`src/rtl/convert_bornes_bcd_seq_pkg.sv`:
```
// Shared types and constants for the bounds-to-BCD converter and display blocks.
package convert_bornes_bcd_seq_pkg;

  // Converter sequencing states
  typedef enum logic [1:0] {
    IDLE  = 2'd0,
    CALC  = 2'd1,
    SHIFT = 2'd2,
    DONE  = 2'd3
  } state_e;

  // Double-dabble nibble correction: add BCD_ADJ_INC when nibble >= BCD_ADJ_THRESH
  localparam logic [3:0] BCD_ADJ_THRESH = 4'd5;
  localparam logic [3:0] BCD_ADJ_INC    = 4'd3;

  // Range width: one extra bit so that the full span 2^WIDTH_IN is representable
  function automatic int unsigned calc_rw(input int unsigned width_in);
    return width_in + 1;
  endfunction

  // 10^n, used to check that NB_DIGITS can hold the largest range
  function automatic longint unsigned pow10(input int unsigned n);
    longint unsigned p;
    p = 1;
    for (int unsigned i = 0; i < n; i++) begin
      p = p * 10;
    end
    return p;
  endfunction

endpackage

```
`src/rtl/convert_bornes_bcd_seq_if.sv`:
```
// Request/result bus of the bounds-to-BCD converter.
// Optional CONV_BORNES_OFFSET_EN adds the 'mode' request signal.
interface convert_bornes_bcd_seq_if #(
  parameter int unsigned WIDTH_IN  = 7,
  parameter int unsigned NB_DIGITS = 3
);

  logic                     start;
  logic [WIDTH_IN-1:0]      d_min;
  logic [WIDTH_IN-1:0]      d_max;
`ifdef CONV_BORNES_OFFSET_EN
  logic                     mode;
`endif
  logic                     busy;
  logic                     done;
  logic [4*NB_DIGITS-1:0]   bcd;
  logic [NB_DIGITS-1:0]     en;
  logic                     err;

  // Requester side (bound selection logic)
  modport master (
    output start, d_min, d_max,
`ifdef CONV_BORNES_OFFSET_EN
    output mode,
`endif
    input  busy, done, bcd, en, err
  );

  // Converter side
  modport slave (
    input  start, d_min, d_max,
`ifdef CONV_BORNES_OFFSET_EN
    input  mode,
`endif
    output busy, done, bcd, en, err
  );

endinterface

```
`src/rtl/convert_bornes_bcd_seq_bcd_digit_adj.sv`:
```
// Combinational double-dabble correction of one BCD nibble.
module bcd_digit_adj (
  input  logic [3:0] nib_i,
  output logic [3:0] nib_c_o
);

  import convert_bornes_bcd_seq_pkg::*;

  // Add 3 when the nibble would overflow past 9 after the next shift
  always_comb begin
    nib_c_o = nib_i;
    if (nib_i >= BCD_ADJ_THRESH) begin
      nib_c_o = nib_i + BCD_ADJ_INC;
    end
  end

endmodule

```
`src/rtl/convert_bornes_bcd_seq.sv`:
```
// Sequential bounds-to-BCD converter: range = d_max - d_min + 1 converted to
// NB_DIGITS BCD digits, one bit per clock, with leading-zero blanking.
// Optional CONV_BORNES_OFFSET_EN: mode=1 converts d_max - d_min instead.
module convert_bornes_bcd_seq #(
  parameter int unsigned WIDTH_IN  = 7,
  parameter int unsigned NB_DIGITS = 3
) (
  input  logic                          clk,
  input  logic                          rst_n,
  convert_bornes_bcd_seq_if.slave       bus
);

  import convert_bornes_bcd_seq_pkg::*;

  localparam int unsigned RW = calc_rw(WIDTH_IN);
  localparam int unsigned SW = RW + 1;
  localparam int unsigned BW = 4 * NB_DIGITS;
  localparam int unsigned CW = $clog2(RW + 1);

  // Largest range (2^WIDTH_IN) must fit in the digits
  if (pow10(NB_DIGITS) <= (64'd1 << WIDTH_IN)) begin : g_param_check
    $error("NB_DIGITS too small for WIDTH_IN");
  end

  state_e              state_q, state_d;
  logic [WIDTH_IN-1:0] dmin_q, dmin_d;
  logic [WIDTH_IN-1:0] dmax_q, dmax_d;
`ifdef CONV_BORNES_OFFSET_EN
  logic                mode_q, mode_d;
`endif
  logic [RW-1:0]       bin_q, bin_d;
  logic [BW-1:0]       acc_q, acc_d;
  logic [CW-1:0]       cnt_q, cnt_d;
  logic                err_int_q, err_int_d;
  logic                busy_q, busy_d;
  logic                done_q, done_d;
  logic [BW-1:0]       bcd_q, bcd_d;
  logic [NB_DIGITS-1:0] en_q, en_d;
  logic                err_q, err_d;

  logic [SW-1:0]       sub_c;
  logic [RW-1:0]       range_c;
  logic [BW-1:0]       acc_adj_c;
  logic [NB_DIGITS-1:0] en_calc_c;

  // Difference with one borrow bit; MSB set means d_min > d_max
  assign sub_c = SW'(dmax_q) - SW'(dmin_q);

`ifdef CONV_BORNES_OFFSET_EN
  assign range_c = mode_q ? sub_c[RW-1:0] : sub_c[RW-1:0] + RW'(1);
`else
  assign range_c = sub_c[RW-1:0] + RW'(1);
`endif

  // Per-nibble add-3 correction ahead of each shift
  for (genvar g = 0; g < NB_DIGITS; g++) begin : g_adj
    bcd_digit_adj u_adj (
      .nib_i   (acc_q[4*g +: 4]),
      .nib_c_o (acc_adj_c[4*g +: 4])
    );
  end

  // Digit enables: units always lit, higher digits lit if any digit at or above is non-zero
  always_comb begin
    en_calc_c = '0;
    en_calc_c[0] = 1'b1;
    for (int unsigned i = 1; i < NB_DIGITS; i++) begin
      en_calc_c[i] = |(acc_q >> (4 * i));
    end
  end

  // Next-state and datapath control
  always_comb begin
    state_d   = state_q;
    dmin_d    = dmin_q;
    dmax_d    = dmax_q;
`ifdef CONV_BORNES_OFFSET_EN
    mode_d    = mode_q;
`endif
    bin_d     = bin_q;
    acc_d     = acc_q;
    cnt_d     = cnt_q;
    err_int_d = err_int_q;
    busy_d    = busy_q;
    done_d    = 1'b0;
    bcd_d     = bcd_q;
    en_d      = en_q;
    err_d     = err_q;

    unique case (state_q)
      IDLE: begin
        if (bus.start) begin
          dmin_d  = bus.d_min;
          dmax_d  = bus.d_max;
`ifdef CONV_BORNES_OFFSET_EN
          mode_d  = bus.mode;
`endif
          busy_d  = 1'b1;
          state_d = CALC;
        end
      end
      CALC: begin
        bin_d     = range_c;
        acc_d     = '0;
        cnt_d     = CW'(RW);
        err_int_d = sub_c[RW];
        state_d   = SHIFT;
      end
      SHIFT: begin
        acc_d = {acc_adj_c[BW-2:0], bin_q[RW-1]};
        bin_d = {bin_q[RW-2:0], 1'b0};
        cnt_d = cnt_q - CW'(1);
        if (cnt_q == CW'(1)) begin
          state_d = DONE;
        end
      end
      DONE: begin
        done_d  = 1'b1;
        busy_d  = 1'b0;
        if (err_int_q) begin
          bcd_d = '0;
          en_d  = '0;
          err_d = 1'b1;
        end else begin
          bcd_d = acc_q;
          en_d  = en_calc_c;
          err_d = 1'b0;
        end
        state_d = IDLE;
      end
      default: state_d = IDLE;
    endcase
  end

  // State and output registers
  always_ff @(posedge clk or negedge rst_n) begin
    if (!rst_n) begin
      state_q   <= IDLE;
      dmin_q    <= '0;
      dmax_q    <= '0;
`ifdef CONV_BORNES_OFFSET_EN
      mode_q    <= 1'b0;
`endif
      bin_q     <= '0;
      acc_q     <= '0;
      cnt_q     <= '0;
      err_int_q <= 1'b0;
      busy_q    <= 1'b0;
      done_q    <= 1'b0;
      bcd_q     <= '0;
      en_q      <= '0;
      err_q     <= 1'b0;
    end else begin
      state_q   <= state_d;
      dmin_q    <= dmin_d;
      dmax_q    <= dmax_d;
`ifdef CONV_BORNES_OFFSET_EN
      mode_q    <= mode_d;
`endif
      bin_q     <= bin_d;
      acc_q     <= acc_d;
      cnt_q     <= cnt_d;
      err_int_q <= err_int_d;
      busy_q    <= busy_d;
      done_q    <= done_d;
      bcd_q     <= bcd_d;
      en_q      <= en_d;
      err_q     <= err_d;
    end
  end

  assign bus.busy = busy_q;
  assign bus.done = done_q;
  assign bus.bcd  = bcd_q;
  assign bus.en   = en_q;
  assign bus.err  = err_q;

endmodule

```
`src/flat_wrapper.sv`:
```
// flat-port wrapper written by rule: the top's interface ports become plain ports
module convert_bornes_bcd_seq_flat import convert_bornes_bcd_seq_pkg::*;
#(
  parameter int unsigned WIDTH_IN  = 7,
  parameter int unsigned NB_DIGITS = 3
)
  (clk, rst_n, bus_start, bus_d_min, bus_d_max, bus_busy, bus_done, bus_bcd, bus_en, bus_err);
  convert_bornes_bcd_seq_if #(.WIDTH_IN(WIDTH_IN), .NB_DIGITS(NB_DIGITS)) bus_i ();
  input  logic clk;
  input  logic rst_n;
  input wire logic [$bits(bus_i.start)-1:0] bus_start;
  input wire logic [$bits(bus_i.d_min)-1:0] bus_d_min;
  input wire logic [$bits(bus_i.d_max)-1:0] bus_d_max;
  output wire logic [$bits(bus_i.busy)-1:0] bus_busy;
  output wire logic [$bits(bus_i.done)-1:0] bus_done;
  output wire logic [$bits(bus_i.bcd)-1:0] bus_bcd;
  output wire logic [$bits(bus_i.en)-1:0] bus_en;
  output wire logic [$bits(bus_i.err)-1:0] bus_err;
  assign bus_i.start = bus_start;
  assign bus_i.d_min = bus_d_min;
  assign bus_i.d_max = bus_d_max;
  assign bus_busy = bus_i.busy;
  assign bus_done = bus_i.done;
  assign bus_bcd = bus_i.bcd;
  assign bus_en = bus_i.en;
  assign bus_err = bus_i.err;
  convert_bornes_bcd_seq #(.WIDTH_IN(WIDTH_IN), .NB_DIGITS(NB_DIGITS)) u_core (.clk(clk), .rst_n(rst_n), .bus(bus_i));
endmodule
```
`config.mk`:
```
export PLATFORM = sky130hd
export DESIGN_NAME = convert_bornes_bcd_seq_flat
export DESIGN_NICKNAME = d
export VERILOG_FILES = /design/src/rtl/convert_bornes_bcd_seq_pkg.sv /design/src/rtl/convert_bornes_bcd_seq_if.sv /design/src/rtl/convert_bornes_bcd_seq_bcd_digit_adj.sv /design/src/rtl/convert_bornes_bcd_seq.sv /design/src/flat_wrapper.sv
export SDC_FILE = /design/constraint.sdc
export NUM_CORES = 1
export LEC_CHECK = 0
export CAP_MARGIN = 20
export CORE_UTILIZATION = 35
export DETAILED_ROUTE_END_ITERATION = 8
export GPL_TIMING_DRIVEN = 0
export PLACE_DENSITY = 0.53
export SLEW_MARGIN = 20
export SYNTH_ARGS = -nofsm -noshare
export SYNTH_HDL_FRONTEND = slang
export SYNTH_HIERARCHICAL = 1
export SYNTH_SLANG_ARGS = --single-unit
```
`constraint.sdc`:
```
create_clock -name clk -period 5.15 [get_ports clk]
set_clock_uncertainty 0.05 [all_clocks]
set_input_delay 0.515 -clock clk [delete_from_list [all_inputs] [get_ports clk]]
set_output_delay 0.515 -clock clk [all_outputs]
set_load 0.02 [all_outputs]
```
==> results.md <==
- The run finished with clean final reports.
- The final critical path takes up around half of the cycle.
- The clock-pin slew on the worst setup and hold paths is roughly 0.070 ns.
- The post-route antenna net violation count is 0.
- The HPWL after detailed placement is 4.39 mm.
- The startpoint of the lowest-slack register-to-register path is u_core/dmax_q[0]$_DFFE_PN0P_.
- The routed via count is about 2,300.
- Power spread over the standard cell area amounts to between 600 and 700 nW/um^2.
- The detailed-routing iteration count for the pre-antenna-repair pass is 6.
- STA classifies the critical path startpoint as a register.
- The switching component of the power is 1.01 mW.
- The number of maximum-capacitance violations is 0.
- The min-delay analysis places its worst path in the category reg2reg.
- The register cell area after layout is 1480 um^2.
- The placer congestion estimate is 0.703.
- The number of standard cells after synthesis is 311.
- The global-route wire length before repair is slightly above 10 mm.
- Global routing consumed, on the met2 layer, about a fifth of the routing resources.
- Once layout is complete, the utilization of the core stands at between 40% and 50%.
- The worst pin sits at a relative slew slack of between 60% and 70%.
- The internal power summed over all cells is around 1.4 mW.
- Setup repair after global routing left no endpoint under its margin.
- The type of the setup path with the least slack is reg2reg.
- STA classifies the critical path endpoint as a register.
- The post-route netlist has 11.8% of its cells at a drive strength greater than 1.
- Static timing analysis puts the maximum clock frequency at just under 400 MHz.
- The number of antenna diodes in the final layout is 0.
- The average footprint of a synthesized cell is 10.1 um^2.
- The die is about 97 um tall.
- The count of buffers added on input and output ports is 34.
- The via count of the first global-routing pass is about 2,200.
- The launch point of the critical path is u_core/dmax_q[0]$_DFFE_PN0P_.
- The core region is approximately 8700 um^2.
- The number of top-level design ports is 35.
- The analysis attributes to cell leakage a power of between 1.5 and 2 nW.
- The sum of routed wire length over all layers is around 6.0 mm.
- The detail-routed via count per cell is approximately 4.9.
- For this run, global-route usage on met1 was measured as 18.6%.
- Summed over all failing endpoints, the final setup total negative slack is 0 ns.
- The buffer depth of the longest clock path is 2.
- The floorplan step defined a die boundary enclosing 9380 um^2.
- Summed over all layers, the global routing overflow is 0.
- The number of endpoints failing setup at the final stage is 0.
- The wire length per cell after detailed routing is around 13 um.
- TritonCTS built the clock tree.
- The final critical delay including setup and external delays is 2.58 ns.
- The maximum ir drop on the vdd rail is 282 uV.
- The fill cell instance count of the final layout is ~840.
- Entering global routing, the biggest net connects between 40 and 50 pins.
- Clock tree synthesis selected as its root buffer the cell sky130_fd_sc_hd__clkbuf_8.
- Relative to the synthesized area, the layout overhead comes to 22.3%.
- In this run the core area contains 34 standard-cell rows.
- The total standard cell area after synthesis is 3150 um^2.
- The number of warning messages in the yosys log is 6.
- In the final design database the tool counted approximately 400 nets.
- The combinational power share is between 50% and 60%.
- The clock latency reported for the late side of the worst-skew pair is 0.34 ns.
- The required arrival time at the worst endpoint is around 5.3 ns.
- The final-report hold violation count is 0.
- The initial core utilization is a little over a third.
- The worst-path maximum fanout is 5.
- The max-slew violation total from the final report came to 0.
- The number of violations reported at the end of detailed-routing iteration 0 is between 100 and 150.
- The number of antenna violations at the first check in global routing came to 0.
- CTS built an H-tree with a depth of 3.
- The floorplan step set the die width to approximately 97 um.
- For this run, the total global-route usage over all layers was measured as 13.7%.
- Summing all multi-input logic gate instances after layout gives 1490 um^2.
- Synthesis produced a netlist with a net count of 349.
- Of the total power, the share spent switching nets is ~42%.
- In this run the most used layer during global routing was met2.
- The number of buffers inserted during clock tree synthesis is 9.
- The share of total power in the clock network is ~17%.
- The worst hold path startpoint is u_core/bus.en[0]$_DFFE_PN0P_.
- The number of sinks handled by clock tree synthesis is 59.
- The global routing usage on met3 is 3.11%.
- The DRC violation count after routing is 0.
- For the pin with the worst max-slew slack, the measured transition is approximately 0.54 ns.
- Sequential cells burn between 20% and 30% of the power.
- The critical path data arrival time is roughly 2.7 ns.
worst max-delay path, cell delays in order (launching register included):
cell                        delay, ns
sky130_fd_sc_hd__dfrtp_1         0.37
sky130_fd_sc_hd__inv_1           0.06
sky130_fd_sc_hd__ha_1            0.14
sky130_fd_sc_hd__inv_1           0.05
sky130_fd_sc_hd__fa_1            0.41
sky130_fd_sc_hd__a211oi_2        0.39
sky130_fd_sc_hd__o2111ai_1       0.18
sky130_fd_sc_hd__nand4b_4        0.20
sky130_fd_sc_hd__nor4_2          0.28
sky130_fd_sc_hd__xor2_1          0.19
sky130_fd_sc_hd__o221ai_1        0.12
what timing repair did:
action	in CTS	in global routing
endpoints found under the hold margin	15	0
resized for setup	0	0
setup buffers	0	0
hold buffers	1	0
area by class of cell:
class                   instances  area share (%)
clock buffers                   9            3.22
multi-input cells             203            38.6
well taps                     108            3.51
flip-flops and latches         59            38.3
repair buffers                 36            9.75
plain buffers                  11            1.07
clock inverters                 7            1.79
inverters                      38            3.70
metrics by stage:
stage	cells	instance area [um^2]	worst slack, ns	total power, mW	hold slack, ns
after detailed placement	454	3650	2.55	2.00	0.351
after global routing	471	3850	2.34	2.62	0.472
after CTS	471	3850	2.54	2.43	0.438
final	471	3850	2.57	2.39	0.433
after global placement	453	3620	1.46	1.99	0.417
after floorplan	311	3150	2.81	1.68	0.169
power groups by stage:
stage	clock network, mW	logic [mW]	registers, mW
after detailed placement	0	1.31	0.693
after global routing	0.450	1.47	0.704
after CTS	0.426	1.31	0.685
after floorplan	0	0.989	0.695
final	0.410	1.29	0.684
after global placement	0	1.29	0.692
flip-flops by register name (all words and copies together) (netlist names):
name / cells
u_core/acc_q: 12
u_core/bus.bcd: 12
u_core/bin_q: 8
u_core/dmax_q: 7
u_core/dmin_q: 7
u_core/cnt_q: 4
u_core/bus.en: 3
u_core/state_q: 2
u_core/bus.busy: 1
u_core/bus.done: 1
u_core/bus.err: 1
u_core/err_int_q: 1
worst paths after layout:
kind	slack [ns]	endpoint	depth (start not counted)
max in group asynchronous	4.03	u_core/bin_q[0]$_DFFE_PN0P_	3
max	2.57	u_core/bin_q[7]$_DFFE_PN0P_	10
max reg2reg	2.57	u_core/bin_q[7]$_DFFE_PN0P_	10
min reg2reg	0.43	u_core/bus.en[0]$_DFFE_PN0P_	1
min in group asynchronous	0.54	u_core/dmin_q[6]$_DFFE_PN0P_	2
min	0.43	u_core/bus.en[0]$_DFFE_PN0P_	1
cell usage in the layout, fill, tap and decap left out, types with 2 or more instances in the layout:
master and count:
sky130_fd_sc_hd__buf_1 3, sky130_fd_sc_hd__nor4_1 2, sky130_fd_sc_hd__clkbuf_1 8, sky130_fd_sc_hd__nand2b_1 5
sky130_fd_sc_hd__a21o_1 2, sky130_fd_sc_hd__o21ai_1 5, sky130_fd_sc_hd__o221ai_1 2, sky130_fd_sc_hd__a21oi_2 3
sky130_fd_sc_hd__o21bai_1 2, sky130_fd_sc_hd__nand3_1 17, sky130_fd_sc_hd__mux2i_1 5, sky130_fd_sc_hd__dfrtp_1 59
sky130_fd_sc_hd__clkbuf_8 9, sky130_fd_sc_hd__clkinvlp_4 2, sky130_fd_sc_hd__o211a_1 2, sky130_fd_sc_hd__nor4_2 2
sky130_fd_sc_hd__o21ai_0 26, sky130_fd_sc_hd__clkdlybuf4s50_1 33, sky130_fd_sc_hd__a21oi_1 6, sky130_fd_sc_hd__ha_1 20
sky130_fd_sc_hd__clkinv_2 3, sky130_fd_sc_hd__mux2_2 17, sky130_fd_sc_hd__and3_1 2, sky130_fd_sc_hd__xor2_1 4
sky130_fd_sc_hd__and2_1 3, sky130_fd_sc_hd__nor3_1 2, sky130_fd_sc_hd__a22o_1 11, sky130_fd_sc_hd__nor2_1 13
sky130_fd_sc_hd__xnor2_1 5, sky130_fd_sc_hd__nor2b_1 3, sky130_fd_sc_hd__inv_1 38, sky130_fd_sc_hd__nand2_1 25
sky130_fd_sc_hd__nand4_1 2
routing by layer:
metal  vias up  share of wire (%)
met5         -                  0
met4         0                1.8
met3        11                3.0
met2        35                 43
met1      1093                 52
li1       1168                  -
Power figures use the tool's default switching activity.
